===== src/rtl/pipe_stall_ctrl.sv =====
// rtl/pipe_stall_ctrl.sv - stall/flush scheduler: hazards, MDU latency, dmem wait/timeout (optional PIPE_PERF_CNT_EN stall counter)
module pipe_stall_ctrl #(
    parameter int MUL_LAT = 4,
    parameter int DIV_LAT = 32,
    parameter int CNT_W   = 6,
    parameter int MEM_TO  = 255
) (
    input  logic        clk,
    input  logic        rst,
    input  logic        HazStall,
    input  logic        HazFlushE,
    input  logic        RedirectD,
    input  logic        MduStartE,
    input  logic        MduOpDivE,
    input  logic        MduUseD,
    input  logic        DMemReqM,
    input  logic        DMemReadyM,
    output logic        StallF,
    output logic        StallD,
    output logic        StallE,
    output logic        StallM,
    output logic        FlushD,
    output logic        FlushE,
    output logic        FlushW,
    output logic        MduBusy,
    output logic        MduDone,
    output logic        MemErr,
    output logic [31:0] StallCnt
);

    typedef enum logic {M_IDLE, M_BUSY} mduState_t;
    typedef enum logic {W_IDLE, W_WAIT} memState_t;

    localparam logic [CNT_W-1:0] MUL_LOAD = CNT_W'(MUL_LAT - 1);
    localparam logic [CNT_W-1:0] DIV_LOAD = CNT_W'(DIV_LAT - 1);
    localparam logic [CNT_W-1:0] CNT_ONE  = CNT_W'(1);
    localparam logic [7:0]       MEM_TO_C = 8'(MEM_TO);

    mduState_t        mState, mNext;
    logic [CNT_W-1:0] mcnt, mcntNext;
    memState_t        wState, wNext;
    logic [7:0]       wcnt, wcntNext;

    logic waitReq, atTimeout, memStall, memTimeout;
    logic mduBusyInt, mduDoneInt, dstall;

    assign waitReq    = DMemReqM && !DMemReadyM;
    assign atTimeout  = (wState == W_WAIT) && (wcnt == MEM_TO_C);
    assign memStall   = waitReq && !atTimeout;
    assign memTimeout = waitReq && atTimeout;
    assign mduBusyInt = (mState == M_BUSY);
    assign mduDoneInt = mduBusyInt && (mcnt == CNT_ONE);
    assign dstall     = HazStall | (MduUseD && mduBusyInt && !mduDoneInt);

    // State registers for both FSMs; reset aborts any MDU op or memory wait
    always_ff @(posedge clk) begin
        if (rst) begin
            mState <= M_IDLE;
            mcnt   <= '0;
            wState <= W_IDLE;
            wcnt   <= '0;
        end else begin
            mState <= mNext;
            mcnt   <= mcntNext;
            wState <= wNext;
            wcnt   <= wcntNext;
        end
    end

    // MDU countdown: runs independently of pipeline stalls once started
    always_comb begin
        mNext    = mState;
        mcntNext = mcnt;
        case (mState)
            M_IDLE: begin
                if (MduStartE && !memStall) begin
                    mNext    = M_BUSY;
                    mcntNext = MduOpDivE ? DIV_LOAD : MUL_LOAD;
                end
            end
            M_BUSY: begin
                mcntNext = mcnt - CNT_ONE;
                if (mcnt == CNT_ONE) begin
                    mNext = M_IDLE;
                end
            end
            default: begin
                mNext    = M_IDLE;
                mcntNext = '0;
            end
        endcase
    end

    // Memory wait tracker with forced release after MEM_TO wait cycles
    always_comb begin
        wNext    = wState;
        wcntNext = wcnt;
        case (wState)
            W_IDLE: begin
                if (waitReq) begin
                    wNext    = W_WAIT;
                    wcntNext = 8'd1;
                end
            end
            W_WAIT: begin
                if (!waitReq || atTimeout) begin
                    wNext    = W_IDLE;
                    wcntNext = 8'd0;
                end else begin
                    wcntNext = wcnt + 8'd1;
                end
            end
            default: begin
                wNext    = W_IDLE;
                wcntNext = 8'd0;
            end
        endcase
    end

    // Stall/flush combine: memory wait freezes everything and bubbles W
    always_comb begin
        StallF  = 1'b0;
        StallD  = 1'b0;
        StallE  = 1'b0;
        StallM  = 1'b0;
        FlushD  = 1'b0;
        FlushE  = 1'b0;
        FlushW  = 1'b0;
        MduBusy = 1'b0;
        MduDone = 1'b0;
        MemErr  = 1'b0;
        if (rst) begin
            FlushD = 1'b1;
            FlushE = 1'b1;
            FlushW = 1'b1;
        end else begin
            MduBusy = mduBusyInt;
            MduDone = mduDoneInt;
            MemErr  = memTimeout;
            if (memStall) begin
                StallF = 1'b1;
                StallD = 1'b1;
                StallE = 1'b1;
                StallM = 1'b1;
                FlushW = 1'b1;
            end else begin
                StallF = dstall;
                StallD = dstall;
                FlushE = dstall | HazFlushE;
                FlushD = RedirectD && !dstall;
            end
        end
    end

`ifdef PIPE_PERF_CNT_EN
    logic [31:0] perfCnt;

    // Free-running count of front-end stall cycles, wraps naturally
    always_ff @(posedge clk) begin
        if (rst) begin
            perfCnt <= 32'd0;
        end else if (StallF) begin
            perfCnt <= perfCnt + 32'd1;
        end
    end

    assign StallCnt = perfCnt;
`else
    assign StallCnt = 32'd0;
`endif

endmodule

===== config.mk =====
export PLATFORM = sky130hd
export DESIGN_NAME = pipe_stall_ctrl
export DESIGN_NICKNAME = d
export VERILOG_FILES = /design/src/rtl/pipe_stall_ctrl.sv
export SDC_FILE = /design/constraint.sdc
export NUM_CORES = 1
export LEC_CHECK = 0
export BUFFER_PORTS_ARGS = -buffer_cell sky130_fd_sc_hd__buf_2
export CAP_MARGIN = 40
export CORE_MARGIN = 4
export CORE_UTILIZATION = 43
export CTS_CLUSTER_SIZE = 8
export DETAILED_ROUTE_END_ITERATION = 10
export PLACE_DENSITY = 0.86
export SLEW_MARGIN = 20
export SYNTH_ARGS = -nofsm -noshare
export SYNTH_HDL_FRONTEND = slang
export SYNTH_SLANG_ARGS = --single-unit

===== constraint.sdc =====
create_clock -name clk -period 1.5 [get_ports clk]
set_input_delay 0.15 -clock clk [delete_from_list [all_inputs] [get_ports clk]]
set_output_delay 0.15 -clock clk [all_outputs]
set_load 0.1 [all_outputs]

==> impl_results.md <==
* Status: finished with violations
* Failing checks: negative setup slack
* Pin count of the biggest net entering global routing at 17
* Vias in the first global route at between 1k and 1.5k
* Post-synth top flop: dfxtp_1
* CP Class: flop to output port
* Die area at about 3700 sq um
* Met3 WL post-DR at roughly 190 microns
* Nets at roughly 210
* Clock buffer count from CTS at 3
* Post-route worst setup slack at -0.404 ns
* Final setup vio count at 9
* Unrepaired setup endpoints after global routing: true
* Final period utilization at 1.27
* Max FO, Critical Path at 3
* Met1 WL at roughly 1200 microns
* Dpl cell area at about 1600 sq um
* Mux cell area share after synthesis at 0.00928
* Cells after synthesis at 149
* CTS tree: built
* Worst-skew pair later-pin latency at 0.30 ns
* Width of the die at just over 60 microns
* Setup crit end kind: output port
* Clock slew at reported path FFs at ~0.10 ns
* PwrDens at ~900 nW/um^2
* Antenna Nets Post-Route at 0
* # DRC at 0
* Placed cells at 215
* Total Neg Setup Slack at -2.74 ns
* CP max stage delay at 0.35 ns
* Clk sinks at 16
* First-pass GRT wire length at between 4000 and 5000 microns
* Initial DRT Pass Iterations at 4
* Area grow syn2layout at 47.6%
* Final Skew at 0.000728 ns
* Max-cap viol count at 0
* CP Launch Type: flop
* Final hold violation count at 0
* Vias per cell at 5.17
* Crit path from: mcnt[5]$_SDFFE_PP0P_
* Met2 wire length at 1830 microns
* Leak at 0.775 nW
* Post-synthesis sequential area ratio at 0.264
* Post-synthesis cell area at 1210 sq um
* Clk buf depth at 2
* CP max-delay cell: dfxtp_2
* Root Buffer: clkbuf_4
* Compound-gate portion of the synthesized area at 0.198
* FMAX at 0.525 GHz
* RR Startpoint: wcnt[0]$_SDFFE_PP0P_
* Post-layout instance area at around 1800 sq um
* Hold WC Path Type: input pin to flop
* Final Wtd Congestion at roughly 0.84
* Synth async-reset ratio at 0
* Maximum vdd ir drop at 0.787 mV
* Main combinational cell family by area after synthesis: simple AND/OR/NAND/NOR gates
* GRT overflow at 0
* DR iter-0 viols at 42
* Antenna violations before repair at 0
* Crit path time final at 1.90 ns
* Min-delay src: MduOpDivE
* Synth Area in Simple Gates at 0.262
* Total power at 1.63 mW
* CTS HTree Levels at 1
* GRT Util Overall at 0.175
* Slew Limit Fails at 0
* Synth cell types at 41
* Final wirelength at 3300 microns
* Xor and xnor fraction of the mapped netlist area at 0
* Hold-fix buffers, CTS at 0
* WP data required at between 1 and 1.5 ns
* Ant. Diodes at 0
* Syn. warnings at 0
* Adder-Cell Fraction of Synth Area at 0.0309
* EDFF count, synth at 0
* Layout Cells excl Fill at around 220
* CP arrival at 1.75 ns
* Synthesized area per cell at 8.15 sq um
* Cell Chain, Critical Path: nor4_4, buf_4, nand2_4, a31oi_4, a31o_4, buf_12
* I/O Buffers at 19
* Num rows at 19
* Synth Register Bits at 16
* Highest routed metal layer: met4
* Wire per inst at 14.7 microns
* Vias at ~1.2k
* Die Y at 61.1 microns
* I/O pin cnt at 52
* CORE AREA at 2730 sq um
* Layout cells sized above 1 at 0.461
* Initial Utilization at 0.444
* DP HPWL at ~2100 microns
## placed cells by master, fill, tap and decap left out, types with 6 or more instances in the layout
| master | netlist | routed |
|---|---|---|
| a21oi_1 | 10 | 7 |
| buf_12 | 0 | 9 |
| buf_2 | 1 | 9 |
| buf_4 | 34 | 23 |
| buf_6 | 0 | 6 |
| conb_1 | 1 | 32 |
| dfxtp_1 | 16 | 9 |
| dfxtp_2 | 0 | 7 |
| nand2_1 | 8 | 7 |
| nand3_1 | 8 | 7 |
| nor2_1 | 11 | 10 |
## synthesized netlist by cell type (all sizes together) (2+ instances only)
cell type  count  share of area
a211oi         5          0.035
nand4          3          0.021
a21oi         10          0.041
clkbuf         2         0.0062
ha             3          0.031
dfxtp         16           0.26
nand3          9          0.041
nand2          8          0.025
o21ai          6          0.034
inv            3         0.0093
nand2b         5          0.026
or3            2          0.012
a22oi          2          0.012
buf           36           0.22
nor2b          4          0.021
nor2          11          0.034
a31oi          5          0.026
and3           2          0.010
## path summary, 6_finish.rpt
kind	to	slack [ns]	cells past startpoint
max	FlushD	-0.40	6
min	mcnt[4]$_SDFFE_PP0P_	0.13	3
max reg2reg	wcnt[4]$_SDFFE_PP0P_	0.07	5
min reg2reg	wcnt[4]$_SDFFE_PP0P_	0.57	2
## flip-flops by register name, indices dropped and copies added (netlist names)
name and flops:
wcnt 8, mcnt 6, wState 1, mState 1
## area by class of cell
| type | count | area (sq um) |
|---|---|---|
| clock buffer | 4 | 36.3 |
| fill | 220 | 942 |
| inverter | 3 | 11.3 |
| multi-input combinational | 123 | 911 |
| sequential | 16 | 329 |
| tap | 31 | 38.8 |
| timing repair buffer | 47 | 465 |
## per-stage QoR
step | utilization | setup WS, ns | hold slack, ns
4_1_cts | 0.640 | -0.350 | 0.125
3_3_place_gp | 0.582 | 0.0133 | 0.484
2_1_floorplan | - | -0.367 | 0.343
5_1_grt | 0.655 | -0.476 | 0.128
3_5_place_dp | 0.582 | -0.0167 | 0.490
6_report | 0.655 | -0.404 | 0.126
## cells by family after synthesis
logic type	after synthesis
AO/OA/AOI/OAI	34
other	1
AND/OR/NAND/NOR	53
buffers and inverters	41
multiplexers	1
flip-flops	16
adder cells (fa/ha/maj)	3
## where the power goes
group          leakage [nW]  total, mW  switching [mW]  internal [mW]
logic                 0.621      0.848           0.624          0.224
clock network        0.0210      0.306           0.158          0.148
registers             0.133      0.478          0.0283          0.450
total                 0.775       1.63           0.811          0.822
## repair_timing
item,in CTS,in global routing
gates resized for setup,20,12
setup endpoints to repair,11,18
pin swaps,5,6
setup buffers,7,2
## critical path: cells and delay by family (launching register included)
family	cells	cell delay, ns
simple gates	2	0.30
flops	1	0.35
buf+inv	2	0.33
compound gates	2	0.47
## metal layers
metal / vias up / global-route usage
li1: 552 / -
met1: 551 / 0.189
met2: 44 / 0.328
met3: 10 / 0.0482
met4: 0 / 0.0526
met5: - / 0
(Power assumes the default switching activity.)
